## src/rtl/seg_7_reader_pkg.sv

```systemverilog
// Shared 7-segment definitions: active-low glyphs (a..g, dp), special nibbles,
// and the decode result type used by the segment reader.
package seg_7_reader_pkg;

  localparam int DIGITS = 4;

  localparam logic [3:0] NIB_BLANK = 4'hF;
  localparam logic [3:0] NIB_ERR   = 4'hE;

  // Bit 7 = a ... bit 1 = g, bit 0 = dp; all glyphs carry an unlit dp.
  localparam logic [7:0] SEG_0     = 8'b0000_0011;
  localparam logic [7:0] SEG_1     = 8'b1001_1111;
  localparam logic [7:0] SEG_2     = 8'b0010_0101;
  localparam logic [7:0] SEG_3     = 8'b0000_1101;
  localparam logic [7:0] SEG_4     = 8'b1001_1001;
  localparam logic [7:0] SEG_5     = 8'b0100_1001;
  localparam logic [7:0] SEG_6     = 8'b0100_0001;
  localparam logic [7:0] SEG_7     = 8'b0001_1111;
  localparam logic [7:0] SEG_8     = 8'b0000_0001;
  localparam logic [7:0] SEG_9     = 8'b0000_1001;
  localparam logic [7:0] SEG_BLANK = 8'b1111_1111;

  typedef struct packed {
    logic [3:0] value;
    logic       illegal;
  } decode_t;

endpackage

```

## src/rtl/seg_7_pattern_decoder.sv

```systemverilog
// Combinational reverse lookup of a 7-bit segment pattern (a..g) into a nibble,
// flagging anything that is not a digit glyph or blank.
module seg_7_pattern_decoder
  import seg_7_reader_pkg::*;
(
  input  logic [6:0] pattern,
  output decode_t    result
);

  always_comb begin
    // NOTE: every output gets a default before the case so no latch is inferred.
    result = '{value: NIB_ERR, illegal: 1'b1};
    case (pattern)
      SEG_0[7:1]:     result = '{value: 4'h0, illegal: 1'b0};
      SEG_1[7:1]:     result = '{value: 4'h1, illegal: 1'b0};
      SEG_2[7:1]:     result = '{value: 4'h2, illegal: 1'b0};
      SEG_3[7:1]:     result = '{value: 4'h3, illegal: 1'b0};
      SEG_4[7:1]:     result = '{value: 4'h4, illegal: 1'b0};
      SEG_5[7:1]:     result = '{value: 4'h5, illegal: 1'b0};
      SEG_6[7:1]:     result = '{value: 4'h6, illegal: 1'b0};
      SEG_7[7:1]:     result = '{value: 4'h7, illegal: 1'b0};
      SEG_8[7:1]:     result = '{value: 4'h8, illegal: 1'b0};
      SEG_9[7:1]:     result = '{value: 4'h9, illegal: 1'b0};
      SEG_BLANK[7:1]: result = '{value: NIB_BLANK, illegal: 1'b0};
      default:        result = '{value: NIB_ERR, illegal: 1'b1};
    endcase
  end

endmodule

```

## src/rtl/seg_7_reader.sv

```systemverilog
// Reads a multiplexed active-low 7-segment bus: synchronizes the pins, waits for
// a stable pattern on a single enabled digit, then decodes and stores it.
module seg_7_reader
  import seg_7_reader_pkg::*;
#(
  parameter int unsigned STABLE_CYCLES = 4
) (
  input  logic                  clk,
  input  logic                  rst,
  input  logic [7:0]            seg,
  input  logic [DIGITS-1:0]     dig,
  output logic [4*DIGITS-1:0]   value,
  output logic [DIGITS-1:0]     dp,
  output logic                  valid,
  output logic                  update,
  output logic                  err
);

  localparam logic [7:0] CNT_LAST = 8'(STABLE_CYCLES - 1);
  localparam logic [7:0] CNT_MAX  = 8'(STABLE_CYCLES);

  logic [7:0]        seg_s1, seg_s2;
  logic [DIGITS-1:0] dig_s1, dig_s2;
  logic [11:0]       prev;
  logic [7:0]        cnt;
  logic [DIGITS-1:0] seen;
  logic              match, one_low, accept;
  logic [1:0]        idx;
  decode_t           dec;

  seg_7_pattern_decoder u_dec (
    .pattern (seg_s2[7:1]),
    .result  (dec)
  );

  assign match   = ({seg_s2, dig_s2} == prev);
  assign one_low = ($countones(~dig_s2) == 1);
  // Fires on the single cycle the run length reaches the threshold; the
  // saturated counter never revisits CNT_LAST without a fresh mismatch.
  assign accept  = match && (cnt == CNT_LAST) && one_low;
  assign valid   = &seen;

  always_comb begin
    idx = 2'd0;
    for (int i = 0; i < DIGITS; i++) begin
      if (!dig_s2[i]) idx = 2'(i);
    end
  end

  // Synchronizers and history reset to the inactive (all-ones) bus state so a
  // pattern held across reset must still serve the full latency afterwards.
  always_ff @(posedge clk or posedge rst) begin
    if (rst) begin
      seg_s1 <= '1;
      seg_s2 <= '1;
      dig_s1 <= '1;
      dig_s2 <= '1;
      prev   <= '1;
      cnt    <= '0;
      value  <= '1;
      dp     <= '0;
      seen   <= '0;
      update <= 1'b0;
      err    <= 1'b0;
    end else begin
      // NOTE: non-blocking assignments keep every register sampling pre-edge values.
      seg_s1 <= seg;
      seg_s2 <= seg_s1;
      dig_s1 <= dig;
      dig_s2 <= dig_s1;
      prev   <= {seg_s2, dig_s2};
      if (!match)              cnt <= '0;
      else if (cnt != CNT_MAX) cnt <= cnt + 8'd1;
      update <= accept;
      err    <= accept && dec.illegal;
      if (accept) begin
        value[{idx, 2'b00} +: 4] <= dec.value;
        dp[idx]                  <= ~seg_s2[0];
        seen[idx]                <= 1'b1;
      end
    end
  end

endmodule

```

## config.mk

```make
export PLATFORM = sky130hd
export DESIGN_NAME = seg_7_reader
export DESIGN_NICKNAME = d
export VERILOG_FILES = /design/src/rtl/seg_7_reader_pkg.sv /design/src/rtl/seg_7_pattern_decoder.sv /design/src/rtl/seg_7_reader.sv
export SDC_FILE = /design/constraint.sdc
export NUM_CORES = 1
export LEC_CHECK = 0
export CAP_MARGIN = 10
export CELL_PAD_IN_SITES_DETAIL_PLACEMENT = 1
export CELL_PAD_IN_SITES_GLOBAL_PLACEMENT = 1
export CORE_UTILIZATION = 45
export DETAILED_ROUTE_END_ITERATION = 12
export GPL_TIMING_DRIVEN = 0
export PLACE_DENSITY = 0.9
export SLEW_MARGIN = 0
export SYNTH_ARGS = -nofsm -noshare
export SYNTH_HDL_FRONTEND = slang
export SYNTH_HIERARCHICAL = 1
export SYNTH_SLANG_ARGS = --single-unit
```

## constraint.sdc

```tcl
create_clock -name clk -period 3.6 [get_ports clk]
set_input_delay 0.72 -clock clk [delete_from_list [all_inputs] [get_ports clk]]
set_output_delay 0.72 -clock clk [all_outputs]
set_load 0.01 [all_outputs]
```

# Yosys cells after proc, flatten, opt, wreduce, memory -nomap -nowiden
# Index checks and enable logic that the tools add are counted.
# word_totals
latchBits	0
inputBits	14
regBits	70
mem_bits_ro	0
mem_count	0
mem_bits_rw	0
# op_classes
bitwise	3
n_eq_ne	15
div	0
n_addsub	5
muxes	10
order_cmp	2
reduce_logical	6
n_shift	2
n_mul	0
# ops
cell	n
5-bit case mux with 11 select lines	1
7-bit equality test (second input constant)	3
16-bit bitwise mux	1
8-bit 2-to-1 mux	2
4-bit by 6-bit variable shift with 16-bit output (first input constant)	1
4-bit by 6-bit indexed part select with 16-bit output	1
7-bit by 3-bit equality test with 1-bit output (second input constant)	2
7-bit by 6-bit equality test with 1-bit output (second input constant)	2
12-bit equality test	1
8-bit by 1-bit adder with 8-bit output (second input constant)	1
8-bit by 2-bit equality test with 1-bit output (second input constant)	1
8-bit by 3-bit inequality test with 1-bit output (second input constant)	1
7-bit by 1-bit equality test with 1-bit output (second input constant)	1
7-bit by 4-bit equality test with 1-bit output (second input constant)	1
7-bit by 5-bit equality test with 1-bit output (second input constant)	1
7-bit logical NOT	1
4-bit negation with 6-bit output	1
1-bit by 1-bit adder with 2-bit output	2
4-bit bitwise mux	1
1-bit logical AND	4
2-bit 2-to-1 mux	2
4-bit inverter	1
4-bit OR	1
4-bit AND reduction	1
other kinds (8)	9

# Longest topological paths before layout
# logic_depth
word_depth	8
depth_mapped	10

# Modules after synthesis
# Netlist, hierarchy kept.
# modules_own_cells
mod	n_inst	cells_per_inst	area_each_um2
seg_7_reader	1	173	2620.0
seg_7_pattern_decoder	1	41	290.3

# Least setup slack after synthesis
# No wires, ideal clock.
# synth_timing
path_kind	reg2reg
start	reg dig_s2[3]
end	reg value[0]
t_arrival_ps	2681
path_buffers	1
slack_ps	837
path_stages_with_launch	11
path_cell_list	dfstp_2 fa_1 inv_1 ha_1 ha_1 nand3b_1 nor3_1 nand2_2 or4_4 buf_6 mux2_4
# synth_via
elab_chain_cells	5
# synth_lines
item	line_no	source
start: declaration	seg_7_reader.sv:23	logic [DIGITS-1:0] dig_s1, dig_s2;
start signal: assignment	seg_7_reader.sv:70	dig_s2 <= dig_s1;
branches (longest 5 deep; another with 4-bit negation with 6-bit output)	--	
end signal: indexed assignment	seg_7_reader.sv:77	value[{idx, 2'b00} +: 4] <= dec.value;
end: declaration	seg_7_reader.sv:12	output logic [4*DIGITS-1:0] value,
# Parallel ways; which one is timed is not known.
# A chain may end at the register's enable or synchronous reset.

# Worst setup path after layout
# layout_timing
start	reg dig_s2[3]
end	reg value[5]
# Same word-level chain as after synthesis.

==> key figures <==
Power
  • Power Density: between 400 and 500 mW/mm^2
  • Leakage: approximately 1.5 nW
  • Peak VDD IR: around 370 uV

STA
  • Slew Viols, Final: 0
  • Final period util: approximately four fifths
  • RSZ-0062 raised after global routing: false
  • Slew @ Worst Pin: roughly 0.66 ns
  • Final Hold Viols: 0
  • Worst slew margin: between 50% and 60%
  • Clk_skew: 0.007142 ns
  • Fmax: about 340 MHz
  • Setup Viol. Count Final: 0
  • Setup tns final: 0 ns
  • Period minus WS final: between 2 and 3 ns

Clock network
  • CTS Sinks: 70
  • Later-pin clock latency in the skew report: between 0.3 and 0.4 ns
  • Hold buffers post-CTS: 0
  • Clock root buffer: clkbuf_8
  • CTS resizes: 0
  • CTS H-tree depth: 3
  • Clock Path Buffers: 2
  • Setup Buffers After CTS: 0
  • Clk pin slew, worst setup/hold paths: approximately 0.07 ns
  • TritonCTS Buffers: 9
  • CTS tree: done

Routing
  • WL/cell: roughly 17 um
  • Vias: roughly 1800
  • DR DRC count: 0
  • First-pass DRT Iterations: 4
  • Initial DRC count: between 50 and 60
  • Vias/cell: about 5.2
  • Final wirelength: just under 6 mm
  • Antenna Nets Post-Route: 0

Final layout
  • Final nets: 281
  • Synthesis-to-layout area growth: 24.16%
  • Fill cells: approximately 600
  • Most common cell after layout, fill and taps aside: dfstp_2
  • Final core occ: 59.28%
  • Share of cells above drive strength 1: between 40 and 50%
  • Most frequent cells in the layout: dfstp_2 (52), clkdlybuf4s50_1 (36), dfrtp_1 (18)
  • Ant. Diodes: 0

Synth
  • Predominant post-synthesis flop cell: dfstp_2
  • Post-synth EDFFs: 0
  • Net Count, Synth: ~230
  • Post-Syn Area: just under 0.003 mm^2
  • Cell count after synthesis: between 200 and 250
  • Sequential cell area fraction in the yosys report: a little over three fifths
  • Yosys warns: 6
  • Asr flop ratio synth: 100.0%
  • Synth unique cells: 47
  • Syn avg cell area: 13.60 um^2
  • Post-synthesis register bit count: 70

Floorplan
  • Die Span Y: roughly 80 um
  • # IOs: 37
  • Core area: about 0.0061 mm^2
  • # rows: 28
  • Die area: 0.006793 mm^2
  • Initial Utilization: 47.74%
  • Chip width: about 80 um

GRT
  • Remaining Overflow, GRT: 0
  • Initial antenna violation count: 0
  • Largest net degree at the start of global routing: between 40 and 50
  • First-pass GRT wire length: about 9.7 mm
  • Number of global-route vias before repair: around 1900
  • Gr usage total: 20.57%

Critical path
  • Family with the most delay on the worst path: simple AND/OR/NAND/NOR gates
  • CP max stage cell: dfstp_2
  • Crit-path most repeated cell: ha_1
  • Nature of the critical path startpoint: flip-flop
  • Crit path max fanout: 6
  • WS Path Type: reg -> reg
  • Worst Path Buf+Inv: 2
  • CP Cell Sequence: fa_1 -> inv_1 -> ha_1 -> ha_1 -> nand3b_1 -> nor3_1 -> nand2_2 -> or4_4 -> buf_6 -> mux2_4
  • Worst Setup End Kind: flip-flop
  • Data required time of the critical path: 3.86 ns
  • Slowest stage delay, CP: 0.61 ns
  • CP arrival: between 3 and 4 ns

Place
  • Hpwl dp: around 4.0 mm
  • I/O Buffers: 36
  • Routability cong.: between 0.7 and 0.8

Status
  • Status: finished, final reports clean

Flow run
  • Max_cap viols: 0

Worst hold path
  • Hold Path Class: reg -> reg
## synthesized netlist by cell type, drive strengths merged, types with 2 or more instances
cell type	n	area [um^2]
nand2b	4	25.02
inv	14	52.55
o21ai	5	28.78
nor3b	2	15.01
nand3	6	30.03
nand2	8	32.54
nor4	4	25.02
ha	4	50.05
nand3b	2	15.01
buf	8	62.55
clkbuf	2	8.750
nand4	3	18.77
xnor2	3	26.28
dfstp	52	1366
dfrtp	18	450.4
mux2	16	210.2
xor2	15	131.4
nor3	6	35.03
a21oi	3	15.01
or3	2	12.51
or4	5	48.79
mux2i	5	50.05
nor2	13	51.30
## layout make-up
cell class              instances  area, um^2  area share, %
plain buffers                  10       71.32          1.974
clock buffers                  14       193.9          5.367
clock inverters                 2       35.03         0.9695
inverters                      14       52.55          1.454
multi-input cells             120       969.7          26.84
flip-flops and latches         70        1817          50.28
well taps                      75       93.84          2.597
repair buffers                 37       380.4          10.53
## registers in the layout, summed over array words and instances, names as in the netlist
register,count
value,16
prev,12
cnt,8
seg_s1,8
seg_s2,8
dig_s1,4
dig_s2,4
dp,4
seen,4
err,1
update,1
## path summary, 6_finish.rpt
kind,slack [ns],endpoint,startpoint,cells after the start
setup / recovery,0.66,value[5],dig_s2[3],10
setup reg to reg,0.66,value[5],dig_s2[3],10
hold reg to reg,0.36,seg_s2[5],seg_s1[5],0
min in group asynchronous,0.75,cnt[0],rst,2
hold / removal,0.36,seg_s2[5],seg_s1[5],0
max in group asynchronous,2.18,value[5],rst,3
## cells by family (layout without fill, tap and decap cells)
group | Yosys count | count (layout) | synth area share [%]
flops | 70 | 70 | 62.42
xor+xnor | 18 | 18 | 5.417
simple gates | 61 | 61 | 12.08
buf+inv | 24 | 77 | 4.256
fa+ha+maj | 5 | 5 | 2.408
compound gates | 15 | 15 | 4.471
mux | 21 | 21 | 8.943
## stage by stage
stage / cell area, um^2 / std cells / power (mW) / setup WS (ns) / hold slack, ns
after floorplan: 2910 / 214 / 0.8970 / 0.8369 / 0.3452
after global placement: 3364 / 325 / 0.9233 / 0.1640 / 0.3453
after detailed placement: 3385 / 326 / 0.9348 / 0.6668 / 0.3472
after CTS: 3613 / 342 / 1.644 / 0.6460 / 0.3577
after global routing: 3613 / 342 / 1.684 / 0.5304 / 0.3596
final: 3613 / 342 / 1.618 / 0.6556 / 0.3559
## per-layer routing
metal | track usage, % | vias to the layer above | part of all wire [%] | routed length [um]
li1 | - | 823 | - | -
met1 | 24.33 | 901 | 42 | 2468
met2 | 33.64 | 54 | 51 | 2943
met3 | 6.044 | 14 | 4.0 | 234
met4 | 11.23 | 0 | 2.8 | 164
met5 | 0 | - | 0 | 0
## power by group
part / internal (mW) / switching, mW
logic: 0.0350 / 0.0430
registers: 0.825 / 0.0180
clock network: 0.418 / 0.279
total: 1.28 / 0.340
Note: power is estimated with default switching activity, not from simulation.
